### config.mk
export PLATFORM = sky130hd
export DESIGN_NAME = q9_sweep_ctrl_flat
export DESIGN_NICKNAME = d
export VERILOG_FILES = /design/src/rtl/q9_sweep_ctrl_if.sv /design/src/rtl/q9_sweep_ctrl.sv /design/src/flat_wrapper.sv
export SDC_FILE = /design/constraint.sdc
export NUM_CORES = 1
export LEC_CHECK = 0
export BUFFER_PORTS_ARGS = -buffer_cell sky130_fd_sc_hd__buf_2
export CORE_MARGIN = 1
export CORE_UTILIZATION = 46
export CTS_CLUSTER_SIZE = 28
export DETAILED_ROUTE_END_ITERATION = 8
export PLACE_DENSITY = 0.65
export SETUP_SLACK_MARGIN = 0.02
export SKIP_CTS_REPAIR_TIMING = 1
export SLEW_MARGIN = 20
export SYNTH_ARGS = -nofsm -noshare
export SYNTH_HDL_FRONTEND = slang
export SYNTH_SLANG_ARGS = --single-unit
### constraint.sdc
create_clock -name clk -period 3.33 [get_ports clk]
set_input_delay 0.1665 -clock clk [delete_from_list [all_inputs] [get_ports clk]]
set_output_delay 0.1665 -clock clk [all_outputs]
set_load 0.02 [all_outputs]
### src/rtl/q9_sweep_ctrl_if.sv
// Handshake and result bundle between the sweep sequencer and its user.
// The slave side is the sequencer; the master side drives start/abort and the function output.
interface q9_sweep_ctrl_if;
    logic        start;
    logic        abort;
    logic        f_in;
    logic        a;
    logic        b;
    logic        c;
    logic        d;
    logic        busy;
    logic        done;
    logic        pass;
    logic [4:0]  mismatch_cnt;
    logic [3:0]  first_fail;
    logic [15:0] truth_table;

    modport slave (
        input  start, abort, f_in,
        output a, b, c, d, busy, done, pass, mismatch_cnt, first_fail, truth_table
    );

    modport master (
        output start, abort, f_in,
        input  a, b, c, d, busy, done, pass, mismatch_cnt, first_fail, truth_table
    );
endinterface

### src/rtl/q9_sweep_ctrl.sv
// Self-test sequencer: walks {a,b,c,d} through 0..15, samples f_in after a settle
// time and compares the captured truth table against a golden signature.
//
// state | meaning
// IDLE  | waiting for start; last results held
// RUN   | driving vector idx, counting settle cycles
// DONE  | one-cycle done pulse, then back to IDLE
module q9_sweep_ctrl #(
    parameter int          SETTLE_CYCLES = 2,
    parameter logic [15:0] EXPECTED      = 16'h0000
) (
    input  logic            clk,
    input  logic            rst,
    q9_sweep_ctrl_if.slave  sif
);

    typedef enum logic [1:0] {IDLE, RUN, DONE} state_t;

    localparam logic [7:0] CNT_LAST = 8'(SETTLE_CYCLES - 1);

    state_t      state,    state_nxt;
    logic [7:0]  cnt,      cnt_nxt;
    logic [3:0]  idx,      idx_nxt;
    logic [3:0]  vec,      vec_nxt;
    logic        busy,     busy_nxt;
    logic        done,     done_nxt;
    logic        pass,     pass_nxt;
    logic [4:0]  mcnt,     mcnt_nxt;
    logic [3:0]  ffail,    ffail_nxt;
    logic [15:0] tt,       tt_nxt;
    logic        miss;

    always_ff @(posedge clk or posedge rst) begin
        if (rst) begin
            state <= IDLE;
            cnt   <= '0;
            idx   <= '0;
            vec   <= '0;
            busy  <= 1'b0;
            done  <= 1'b0;
            pass  <= 1'b0;
            mcnt  <= '0;
            ffail <= '0;
            tt    <= '0;
        end else begin
            state <= state_nxt;
            cnt   <= cnt_nxt;
            idx   <= idx_nxt;
            vec   <= vec_nxt;
            busy  <= busy_nxt;
            done  <= done_nxt;
            pass  <= pass_nxt;
            mcnt  <= mcnt_nxt;
            ffail <= ffail_nxt;
            tt    <= tt_nxt;
        end
    end

    always_comb begin
        state_nxt = state;
        cnt_nxt   = cnt;
        idx_nxt   = idx;
        vec_nxt   = vec;
        busy_nxt  = busy;
        done_nxt  = 1'b0;
        pass_nxt  = pass;
        mcnt_nxt  = mcnt;
        ffail_nxt = ffail;
        tt_nxt    = tt;
        miss      = (sif.f_in != EXPECTED[idx]);

        unique case (state)
            IDLE: begin
                if (sif.start && !sif.abort) begin
                    state_nxt = RUN;
                    busy_nxt  = 1'b1;
                    idx_nxt   = '0;
                    cnt_nxt   = '0;
                    vec_nxt   = '0;
                    tt_nxt    = '0;
                    mcnt_nxt  = '0;
                    ffail_nxt = '0;
                    pass_nxt  = 1'b0;
                end
            end
            RUN: begin
                if (sif.abort) begin
                    state_nxt = IDLE;
                    busy_nxt  = 1'b0;
                    vec_nxt   = '0;
                    pass_nxt  = 1'b0;
                end else if (cnt != CNT_LAST) begin
                    cnt_nxt = cnt + 8'd1;
                end else begin
                    tt_nxt[idx] = sif.f_in;
                    if (miss) begin
                        mcnt_nxt = mcnt + 5'd1;
                        if (mcnt == 5'd0) ffail_nxt = idx;
                    end
                    cnt_nxt = '0;
                    if (idx != 4'd15) begin
                        idx_nxt = idx + 4'd1;
                        vec_nxt = idx + 4'd1;
                    end else begin
                        // pass must include the verdict of this final sample
                        state_nxt = DONE;
                        done_nxt  = 1'b1;
                        busy_nxt  = 1'b0;
                        vec_nxt   = '0;
                        pass_nxt  = (mcnt == 5'd0) && !miss;
                    end
                end
            end
            DONE: begin
                state_nxt = IDLE;
            end
            default: begin
                state_nxt = IDLE;
            end
        endcase
    end

    assign sif.a            = vec[3];
    assign sif.b            = vec[2];
    assign sif.c            = vec[1];
    assign sif.d            = vec[0];
    assign sif.busy         = busy;
    assign sif.done         = done;
    assign sif.pass         = pass;
    assign sif.mismatch_cnt = mcnt;
    assign sif.first_fail   = ffail;
    assign sif.truth_table  = tt;

endmodule

### src/flat_wrapper.sv
// flat-port wrapper written by rule: the top's interface ports become plain ports
module q9_sweep_ctrl_flat 
#(
    parameter int          SETTLE_CYCLES = 2,
    parameter logic [15:0] EXPECTED      = 16'h0000
)
  (clk, rst, sif_start, sif_abort, sif_f_in, sif_a, sif_b, sif_c, sif_d, sif_busy, sif_done, sif_pass, sif_mismatch_cnt, sif_first_fail, sif_truth_table);
  q9_sweep_ctrl_if sif_i ();
  input  logic clk;
  input  logic rst;
  input wire logic [$bits(sif_i.start)-1:0] sif_start;
  input wire logic [$bits(sif_i.abort)-1:0] sif_abort;
  input wire logic [$bits(sif_i.f_in)-1:0] sif_f_in;
  output wire logic [$bits(sif_i.a)-1:0] sif_a;
  output wire logic [$bits(sif_i.b)-1:0] sif_b;
  output wire logic [$bits(sif_i.c)-1:0] sif_c;
  output wire logic [$bits(sif_i.d)-1:0] sif_d;
  output wire logic [$bits(sif_i.busy)-1:0] sif_busy;
  output wire logic [$bits(sif_i.done)-1:0] sif_done;
  output wire logic [$bits(sif_i.pass)-1:0] sif_pass;
  output wire logic [$bits(sif_i.mismatch_cnt)-1:0] sif_mismatch_cnt;
  output wire logic [$bits(sif_i.first_fail)-1:0] sif_first_fail;
  output wire logic [$bits(sif_i.truth_table)-1:0] sif_truth_table;
  assign sif_i.start = sif_start;
  assign sif_i.abort = sif_abort;
  assign sif_i.f_in = sif_f_in;
  assign sif_a = sif_i.a;
  assign sif_b = sif_i.b;
  assign sif_c = sif_i.c;
  assign sif_d = sif_i.d;
  assign sif_busy = sif_i.busy;
  assign sif_done = sif_i.done;
  assign sif_pass = sif_i.pass;
  assign sif_mismatch_cnt = sif_i.mismatch_cnt;
  assign sif_first_fail = sif_i.first_fail;
  assign sif_truth_table = sif_i.truth_table;
  q9_sweep_ctrl #(.SETTLE_CYCLES(SETTLE_CYCLES), .EXPECTED(EXPECTED)) u_core (.clk(clk), .rst(rst), .sif(sif_i));
endmodule
After elaboration in Yosys (flattened, before gate mapping)
Memories as Yosys holds them, arrays and structs flattened.
Index checks and enable logic that the tools add are counted.
{"block": "op_classes", "add_sub_neg": 3, "n_lt_le_gt_ge": 2, "eq_ne": 12, "n_mux": 50, "n_reduce_logical": 16}
{"operator": "$mux W16", "n": 3}
{"operator": "$mux W4", "n": 11}
{"operator": "$pmux W16 S2", "n": 1}
{"operator": "$mux W8", "n": 3}
{"operator": "$pmux W4 S2", "n": 3}
{"operator": "$mux W5", "n": 4}
{"operator": "$bwmux W16", "n": 1}
{"operator": "$pmux W8 S2", "n": 1}
{"operator": "$mux W1", "n": 14}
{"operator": "$pmux W5 S2", "n": 1}
{"operator": "$reduce_and A5 Y1", "n": 2}
{"operator": "$reduce_and A3 Y1", "n": 3}
{"operator": "$add A8 B1 Y8 const B", "n": 1}
{"operator": "$mux W2", "n": 4}
{"operator": "$ne A2 B1 Y1 const B", "n": 4}
{"operator": "$ne A8 B1 Y1 const B", "n": 1}
{"operator": "$reduce_and A4 Y1", "n": 2}
{"operator": "$ne A3 B3 Y1 const B", "n": 2}
{"operator": "$reduce_and A6 Y1", "n": 1}
{"operator": "$add A5 B1 Y5 const B", "n": 1}
{"operator": "$logic_not A5 Y1", "n": 1}
{"operator": "$lt A4 B5 Y1 const B", "n": 1}
{"operator": "$add A4 B1 Y4 const B", "n": 1}
{"operator": "$demux W1 S4", "n": 1}
{"operator": "other kinds (11)", "n": 16}
{"block": "word_totals", "register_bits": 46, "romBits": 16, "input_bits": 5, "mem_count": 1}
{"name": "(no name shown)", "depth": 16, "width": 1, "read_ports": 1, "rd_ports_with_merged_regs": 0, "write_ports": 0, "line": "q9_sweep_ctrl.sv:70", "source": "miss = (sif.f_in != EXPECTED[idx]);"}

Depth between registers and ports, before layout
Gate-level depths: netlist (run 1).
{"block": "logic_depth", "ltp_word": 9, "mapped_depth": 8, "mapped_depth_nobuf": 6}

Worst setup path before layout (run 1)
Ideal clock, no wire load.
{"block": "synth_path", "path_type": "flip-flop to flip-flop", "from": "register u_core.idx[0]", "to": "register u_core.pass, in the netlist u_core.sif.pass", "setup_ps": 66, "arrival_time_ps": 1594, "setup_slack_ps": 1669, "stages_incl_launch_ff": 8, "n_path_buf": 2, "period_less_slack_ps": 1661, "cell_sequence": "dfrtp_1 > ha_1 > buf_2 > and3_1 > buf_1 > nand4_1 > a311oi_1 > a41o_1"}
{"block": "synth_via", "elab_chain_len": 9, "word_cells_on_any_way": 12, "classes_between": "eq/ne: 3; mux: 5; reduce/logical: 3; memory: 1"}
{"item": "from (decl)", "line": "q9_sweep_ctrl.sv:23", "source": "logic [3:0] idx, idx_nxt;"}
{"item": "from (signal assigned)", "line": "q9_sweep_ctrl.sv:48", "source": "idx <= idx_nxt;"}
{"item": "$mem_v2 Z16 W1"}
{"item": "$mux W1 (not written as such)", "line": "q9_sweep_ctrl.sv:70"}
{"item": "$ne A1 B1 Y1", "line": "q9_sweep_ctrl.sv:70"}
{"item": "$logic_not A1 Y1", "line": "q9_sweep_ctrl.sv:110", "source": "pass_nxt = (mcnt == 5'd0) && !miss;"}
{"item": "$logic_and A1 B1 Y1", "line": "q9_sweep_ctrl.sv:110"}
{"item": "$mux W1", "line": "q9_sweep_ctrl.sv:101", "source": "if (idx != 4'd15) begin"}
{"item": "$mux W1", "line": "q9_sweep_ctrl.sv:92", "source": "end else if (cnt != CNT_LAST) begin"}
{"item": "$mux W1", "line": "q9_sweep_ctrl.sv:87", "source": "if (sif.abort) begin"}
{"item": "$pmux W1 S2", "line": "q9_sweep_ctrl.sv:72", "source": "unique case (state)"}
{"item": "to (signal assigned)", "line": "q9_sweep_ctrl.sv:52", "source": "pass <= pass_nxt;"}
{"item": "to (decl)", "line": "q9_sweep_ctrl.sv:27", "source": "logic pass, pass_nxt;"}
Several ways; a longest one is shown, not always the timed one. The select of a mux whose other input is x is not followed.
A chain may end at the register's enable or synchronous reset.

Worst setup path in the final report (run 1)
{"block": "layout_path", "from": "register u_core.cnt[1]", "to": "register u_core.vec[2]"}
{"block": "layout_via", "elab_chain_len": 3}
{"item": "from (decl)", "line": "q9_sweep_ctrl.sv:22", "source": "logic [7:0] cnt, cnt_nxt;"}
{"item": "from (signal assigned)", "line": "q9_sweep_ctrl.sv:47", "source": "cnt <= cnt_nxt;"}
{"item": "$ne A8 B1 Y1", "line": "q9_sweep_ctrl.sv:92"}
{"item": "$ne A3 B3 Y1 (no source line)"}
{"item": "$reduce_and A3 Y1 (no source line)"}
{"item": "to (signal assigned)", "line": "q9_sweep_ctrl.sv:49", "source": "vec <= vec_nxt;"}
{"item": "to (decl)", "line": "q9_sweep_ctrl.sv:24", "source": "logic [3:0] vec, vec_nxt;"}
No other way between the ends.

==> qor.txt, run 1 <==
layout overhead on the synthesized area: 11.7%
max-slew violations: 0
Antenna diodes: 0
Crit path arrival time: 2480 ps
final worst slack: 1090 ps
DP Cell Count: 342
DR WL/cell: 16.6 um
Hold Crit Class: in2async
layout net count: 292
total CTS buffers: 5
Post-Route Setup TNS: 0 ps
Synth area leaders: dfrtp_1 47%, o31ai_1 5.2%, o21ai_0 4.7%
synthesized cell area: 2450 um2
DIE AREA: 5630 um2
# H-tree levels: 2
Final Hold Viols: 0
CP Capture Type: flip-flop
Design Power: 1.17 mW
CP Max Fanout: 18
post-detail-place hpwl: 4010 um
first-pass GRT wire length: 9510 um
CTS root buffer: clkbuf_8
Vias: 2,039
final std cells w/o fill: 350
ys flop type: dfrtp_1
Clock Sinks: 46
number of global-route vias before repair: 1,881
largest net degree at the start of global routing: 47
Starting Density: 0.480
Synth Register Bits: 46
clock tree buffer depth: 2
clock slew at reported path FFs: 90 ps
critical path data required time: 3570 ps
CP Class: reg2reg
P per Cell Area: 428 nW/um2
DR pass1 iterations: 4
status: complete, no violations
maximum vdd drop: 300 uV
num rows: 26
Synth async-reset ratio: 1.00
Port Buffers: 36
dpl cell area: 2650 um2
WL met3: 338 um
Cell variety after synth: 51
top sig layer: met4
FF-to-FF setup slack: 1090 ps
met2 wire len: 2600 um
Yosys top cell area share: 0.469
RSZ-0062 raised after global routing: no
sequential area share after synthesis: 0.469
M1 wire length: 2780 um
total global-route track usage: 0.228
Worst-Skew Late Latency: 300 ps
via-per-instance ratio: 5.83
# setup viols final: 0
footprint of the multi-input gates: 1180 um2
pre-CTS setup slack: 1120 ps
leakage power: 1.32 nW
Finished Cell Area: 2740 um2
layout cell share with drive strength beyond 1: 0.214
Final Skew: 11.4 ps
minimum clock period: 2240 ps
reg2reg end: u_core.vec[2]
CTS tree: built
Reg2Reg Launch Point: u_core.cnt[1]
Fmax: 447 MHz
EDFF count, synth: 0
Tcrit/Tclk final: 0.672
global route overflow: 0
Slew HR: 0.371
area of the core: 5110 um2
Ports: 37
RD Place Congestion: 0.843
ANT nets after route: 0
initial antenna violation count: 0
Storage cell area: 1150 um2
fill cell total of the finished layout: 481
Max Cap Viol: 0
Worst Setup Start Kind: flip-flop
cell taking the most area after synthesis: dfrtp_1
Mean Syn Cell Area: 9.77 um2
Syn Inst Count: 251
syn nets: 264
Remaining DRCs: 0
Yosys warnings: 0
final WL: 5820 um
Die H: 75.0 um
Die Wd: 75.0 um
Iter 0 DRT Violations: 121
Worst-Margin Slew: 943 ps
Worst R2R Path Depth: 6
-- final cells by class --
class / count / area share
Timing Repair Buffer: 38 / 0.0713
Tap cell: 70 / 0.0320
Clock buffer: 7 / 0.0315
Multi-Input combinational cell: 179 / 0.431
Inverter: 9 / 0.0123
Sequential cell: 46 / 0.420
Clock inverter: 1 / 0.00183
-- sequential cells by signal, indices dropped and copies added (netlist names) --
register	count
u_core.sif.pass	1
u_core.vec	4
u_core.cnt	8
u_core.idx	4
u_core.sif.busy	1
u_core.sif.truth_table	16
u_core.sif.mismatch_cnt	5
u_core.state	2
u_core.sif.done	1
u_core.sif.first_fail	4
-- layout by cell type, fill, tap and decap left out, types with 2 or more instances in the layout --
cell / n
o21ai_0: 23
nand3_1: 6
xnor2_1: 3
and3_1: 3
nor3_1: 4
xor2_1: 3
clkbuf_8: 6
inv_1: 8
ha_1: 8
a31oi_1: 8
nor4b_1: 2
a22o_1: 5
and4_1: 3
a211oi_1: 2
nand2_2: 2
buf_2: 36
nand4_1: 3
a41oi_1: 2
nand2_1: 24
a31o_2: 4
buf_4: 2
nor2b_1: 4
a21oi_1: 14
a32o_1: 2
or2_2: 2
nand2b_1: 2
nor2_1: 12
dfrtp_1: 46
a41o_1: 2
o31ai_1: 17
-- cells by family after synthesis --
| family | Yosys count | share of synthesized area |
|---|---|---|
| buffers and inverters | 26 | 0.0495 |
| AOI/OAI and AO/OA | 85 | 0.233 |
| and+or+nand+nor | 78 | 0.178 |
| xor gates and xnor gates | 6 | 0.0214 |
| DFF | 46 | 0.469 |
| muxes | 2 | 0.00867 |
| adders and majority gates | 8 | 0.0408 |
-- report_power, final --
part | leakage, nW | internal (mW) | switching (mW)
sequential | 0.635 | 0.579 | 0.0247
clock | 0.0482 | 0.168 | 0.191
combinational | 0.632 | 0.0659 | 0.143
total | 1.32 | 0.813 | 0.358
-- cell usage after synthesis, drive strengths merged (2+ instances only) --
cell type / instances
dfrtp: 46
nand2: 26
o21ai: 23
o31ai: 17
a21oi: 15
buf: 13
nor2: 13
inv: 9
a31oi: 8
ha: 8
nand3: 6
a22o: 5
a31o: 5
nor3: 5
clkbuf: 4
nor2b: 4
and3: 3
and4: 3
nand4: 3
nor4b: 3
xnor2: 3
xor2: 3
a211oi: 2
a32o: 2
a41o: 2
a41oi: 2
and2: 2
nand2b: 2
nor3b: 2
or2: 2
-- how the worst max path moves through the flow --
stage / start / to / slack [ps] / cells after the start
final: u_core.cnt[1] / u_core.vec[2] / 1090 / 6
after global routing: u_core.cnt[1] / u_core.cnt[4] / 920 / 6
after CTS: u_core.cnt[1] / u_core.vec[2] / 1090 / 6
after detailed placement: u_core.cnt[1] / u_core.vec[2] / 1120 / 6
after global placement: u_core.cnt[1] / u_core.vec[2] / 1150 / 6
after floorplan: u_core.idx[0] / u_core.sif.pass / 1670 / 7
-- worst max-delay path, cell delays in order (launching register included) --
cell and delay (ps):
dfrtp_1 400, inv_1 80, ha_1 140, nor4b_4 550, a21oi_4 260, nor2_1 530
a32o_1 210
-- per-stage QoR --
| step | utilization | hold slack [ps] |
|---|---|---|
| 6_report | 0.536 | 67.4 |
| 5_1_grt | 0.536 | 165 |
| 4_1_cts | 0.536 | 109 |
| 3_5_place_dp | 0.518 | 443 |
| 3_3_place_gp | 0.518 | 442 |
| 2_1_floorplan | - | 384 |
-- metal layers --
metal	vias to the layer above	global-route usage
met5	-	0
met4	0	0.0922
met3	8	0.0455
met2	72	0.342
met1	973	0.323
li1	986	-
Power figures use the tool's default switching activity.
==> run 2: changes to the inputs <==
--- a/config.mk
+++ b/config.mk
@@ -5,12 +5,13 @@
 export SDC_FILE = /design/constraint.sdc
 export NUM_CORES = 1
 export LEC_CHECK = 0
+export ABC_AREA = 1
 export BUFFER_PORTS_ARGS = -buffer_cell sky130_fd_sc_hd__buf_2
 export CORE_MARGIN = 1
 export CORE_UTILIZATION = 46
 export CTS_CLUSTER_SIZE = 28
 export DETAILED_ROUTE_END_ITERATION = 8
-export PLACE_DENSITY = 0.65
+export PLACE_DENSITY = 0.67
 export SETUP_SLACK_MARGIN = 0.02
 export SKIP_CTS_REPAIR_TIMING = 1
 export SLEW_MARGIN = 20
==> constraint.sdc (replaced) <==
create_clock -name clk -period 1.95 [get_ports clk]
set_input_delay 0.0975 -clock clk [delete_from_list [all_inputs] [get_ports clk]]
set_output_delay 0.0975 -clock clk [all_outputs]
set_load 0.02 [all_outputs]
==> qor.txt, run 2 <==
area of the core: 5510 um2 (was 5110 um2)
Hold Crit Depth: 3
grt met1 use: 0.286 (was 0.323)
layout net count: 403 (was 292)
layout cell share with drive strength beyond 1: 0.174 (was 0.214)
most instantiated library cell after synthesis: nand2_1 (was dfrtp_1)
critical path startpoint: u_core.idx[1] (was u_core.cnt[1])
CP Capture Type: flip-flop (unchanged)
GR Layer Usage met3: 0.0353 (was 0.0455)
Post-Route Setup TNS: 0 ps (unchanged)
global route overflow: 0 (unchanged)
via-per-instance ratio: 5.28 (was 5.83)
Port Buffers: 36 (unchanged)
DR WL/cell: 12.4 um (was 16.6 um)
CP peak stage delay: 460 ps (was 550 ps)
commonest non-fill, non-tap cell in the layout: nand2_1 (was dfrtp_1)
clock share of power: 0.186 (was 0.306)
Die H: 77.7 um (was 75.0 um)
EDFF count, synth: 0 (unchanged)
Max Cap Viol: 0 (unchanged)
final WL: 5740 um (was 5820 um)
first-pass GRT wire length: 9810 um (was 9510 um)
Worst-Skew Late Latency: 300 ps (about the same)
Iter 0 DRT Violations: 135 (was 121)
Slew HR: 0.611 (was 0.371)
Combinational Power Share: 0.478 (was 0.178)
Ports: 37 (unchanged)
final worst slack: 260 ps (was 1090 ps)
Starting Density: 0.479 (was 0.480)
Mean Syn Cell Area: 7.49 um2 (was 9.77 um2)
CP Max Fanout: 6 (was 18)
Yosys top cell area share: 0.436 (was 0.469)
status: complete, no violations (unchanged)
hold_sp: sif_start
Vias: 2,443 (was 2,039)
DR pass1 iterations: 5 (was 4)
FF-to-FF setup slack: 260 ps (was 1090 ps)
Syn Inst Count: 352 (was 251)
Largest register FFs: 16 (unchanged)
commonest non-fill, non-tap cells in the layout: 109 x nand2_1, 46 x dfrtp_1, 37 x nand3_1 (was 46 x dfrtp_1, 36 x buf_2, 24 x nand2_1)
pre-CTS setup slack: 233 ps (was 1120 ps)
Yosys warnings: 0 (unchanged)
cell taking the most area after synthesis: dfrtp_1 (unchanged)
Final Hold Viols: 0 (unchanged)
sequential power share: 0.336 (was 0.516)
Final Skew: 9.27 ps (was 11.4 ps)
synthesized cell area: 2640 um2 (was 2450 um2)
Crit path max-delay family: simple AND/OR/NAND/NOR gates (unchanged)
# setup viols final: 0 (unchanged)
maximum vdd drop: 482 uV (was 300 uV)
Synth Register Bits: 46 (unchanged)
Finished Cell Area: 3030 um2 (was 2740 um2)
internal power: 2.08 mW (was 0.813 mW)
ANT nets after route: 0 (unchanged)
ys flop type: dfrtp_1 (unchanged)
buffers and inverters on the worst path: 3 (was 1)
CTS root buffer: clkbuf_8 (unchanged)
hold path endpoint: u_core.sif.busy
minimum clock period: 1690 ps (was 2240 ps)
DIE AREA: 6040 um2 (was 5630 um2)
num rows: 27 (was 26)
initial antenna violation count: 0 (unchanged)
Clock Sinks: 46 (unchanged)
critical path data required time: 2140 ps (was 3570 ps)
Worst-Margin Slew: 581 ps (was 943 ps)
met2 Usage GRT: 0.318 (was 0.342)
Antenna diodes: 0 (unchanged)
RSZ-0062 raised after global routing: no (unchanged)
CTS tree: built (unchanged)
Hold Crit Class: in2reg (was in2async)
Worst Setup Start Kind: flip-flop (unchanged)
total global-route track usage: 0.205 (was 0.228)
RD Place Congestion: 0.847 (was 0.843)
Cell variety after synth: 25 (was 51)
Reg2Reg Launch Point: u_core.idx[1] (was u_core.cnt[1])
Synth area leaders: dfrtp_1 44%, nand2_1 16%, nand4_1 8.3% (was dfrtp_1 47%, o31ai_1 5.2%, o21ai_0 4.7%)
Die Wd: 77.7 um (was 75.0 um)
switch share: 0.445 (was 0.306)
P_sw: 1.67 mW (was 0.358 mW)
largest net degree at the start of global routing: 33 (was 47)
number of global-route vias before repair: 2,162 (was 1,881)
top post-synthesis cells by count: 109 x nand2_1, 46 x dfrtp_1, 37 x nand3_1 (was 46 x dfrtp_1, 24 x nand2_1, 23 x o21ai_0)
post-detail-place hpwl: 4120 um (was 4010 um)
Crit path arrival time: 1880 ps (was 2480 ps)
Tcrit/Tclk final: 0.866 (was 0.672)
reg2reg end: u_core.vec[3] (was u_core.vec[2])
crit-path cells: ha_1, inv_1, nor2_2, inv_1, nand2_1, inv_1, nand4_1, nand2_1 (was inv_1, ha_1, nor4b_4, a21oi_4, nor2_1, a32o_1)
leakage power: 1.77 nW (was 1.32 nW)
sequential area share after synthesis: 0.436 (was 0.469)
Fmax: 592 MHz (was 447 MHz)
total CTS buffers: 5 (unchanged)
max-slew violations: 0 (unchanged)
CP most frequent cell: inv_1
CP Class: reg2reg (unchanged)
Slowest-stage cell, CP: dfrtp_1 (was nor4b_4)
layout overhead on the synthesized area: 15.0% (was 11.7%)
hold slack: 171 ps (was 67.4 ps)
P per Cell Area: 1240 nW/um2 (was 428 nW/um2)
# H-tree levels: 2 (unchanged)
GRT Max-Usage Layer: met2 (unchanged)
clock tree buffer depth: 2 (unchanged)
syn nets: 365 (was 264)
Remaining DRCs: 0 (unchanged)
dpl cell area: 2910 um2 (was 2650 um2)
Synth async-reset ratio: 1.00 (unchanged)
Worst R2R Path Depth: 8 (was 6)
clock slew at reported path FFs: 90 ps (about the same)
==> run 2: changes by cell type in the layout (fill, tap and decap cells not counted), moves of 5 or more <==
| cell | previous run | this run |
|---|---|---|
| nand2_1 | 24 | 109 |
| nand4_1 | 3 | 35 |
| nand3_1 | 6 | 37 |
| inv_1 | 8 | 34 |
| nor2_1 | 12 | 29 |
| o31ai_1 | 17 | 0 |
| a21oi_1 | 14 | 1 |
| o21ai_0 | 23 | 12 |
| a31oi_1 | 8 | 0 |
| a22o_1 | 5 | 0 |
| inv_2 | 1 | 6 |
==> run 2: area by class of cell <==
class | instances | area (um2)
Clock buffer | 5 | 68.8
Clock inverter | 3 | 40.0
Fill cell | 523 | 2470
Inverter | 40 | 150
Multi-Input combinational cell | 251 | 1240
Sequential cell | 46 | 1150
Tap cell | 72 | 90.1
Timing Repair Buffer | 46 | 295
==> run 2: power by group through the flow <==
stage	Combinational (mW)	Clock (mW)	Sequential [mW]
3_3_place_gp	1.75	0	1.27
5_1_grt	2.00	0.749	1.29
2_1_floorplan	1.21	0	1.38
6_report	1.80	0.700	1.26
3_5_place_dp	1.77	0	1.28
4_1_cts	1.78	0.720	1.26
==> run 2: worst max path at each step <==
stage | endpoint | slack, ps | depth (start not counted)
3_3_place_gp | u_core.vec[3] | 290 | 9
6_report | u_core.vec[3] | 260 | 8
3_5_place_dp | u_core.vec[3] | 230 | 9
5_1_grt | u_core.sif.truth_table[7] | 90 | 8
2_1_floorplan | u_core.sif.first_fail[0] | 430 | 9
4_1_cts | u_core.vec[3] | 200 | 9
==> run 2: kinds of logic after synthesis <==
group / share of synthesized area
XOR/XNOR: 0.00996
flip-flops: 0.436
AO/OA/AOI/OAI: 0.0342
buffers and inverters: 0.0958
adder cells (fa/ha/maj): 0.0380
AND/OR/NAND/NOR: 0.386
==> run 2: metal layers <==
layer | wire length [um] | part of all wire
met5 | 0 | 0
met4 | 75 | 0.013
met3 | 268 | 0.047
met2 | 2510 | 0.44
met1 | 2890 | 0.50
==> run 2: metrics by stage <==
step                 util  total power, mW  instances
floorplan               -             2.59        352
global placement    0.529             3.02        454
finish              0.551             3.76        463
global route        0.551             4.04        463
CTS                 0.548             3.76        462
detailed placement  0.529             3.05        454
==> run 2: worst reg2reg max path, cell delays in order, from the launching register on <==
cell     delay (ps)
dfrtp_1         460
ha_1            280
inv_1           110
nor2_2          250
inv_1            90
nand2_1          90
inv_1            90
nand4_1         140
nand2_1          80
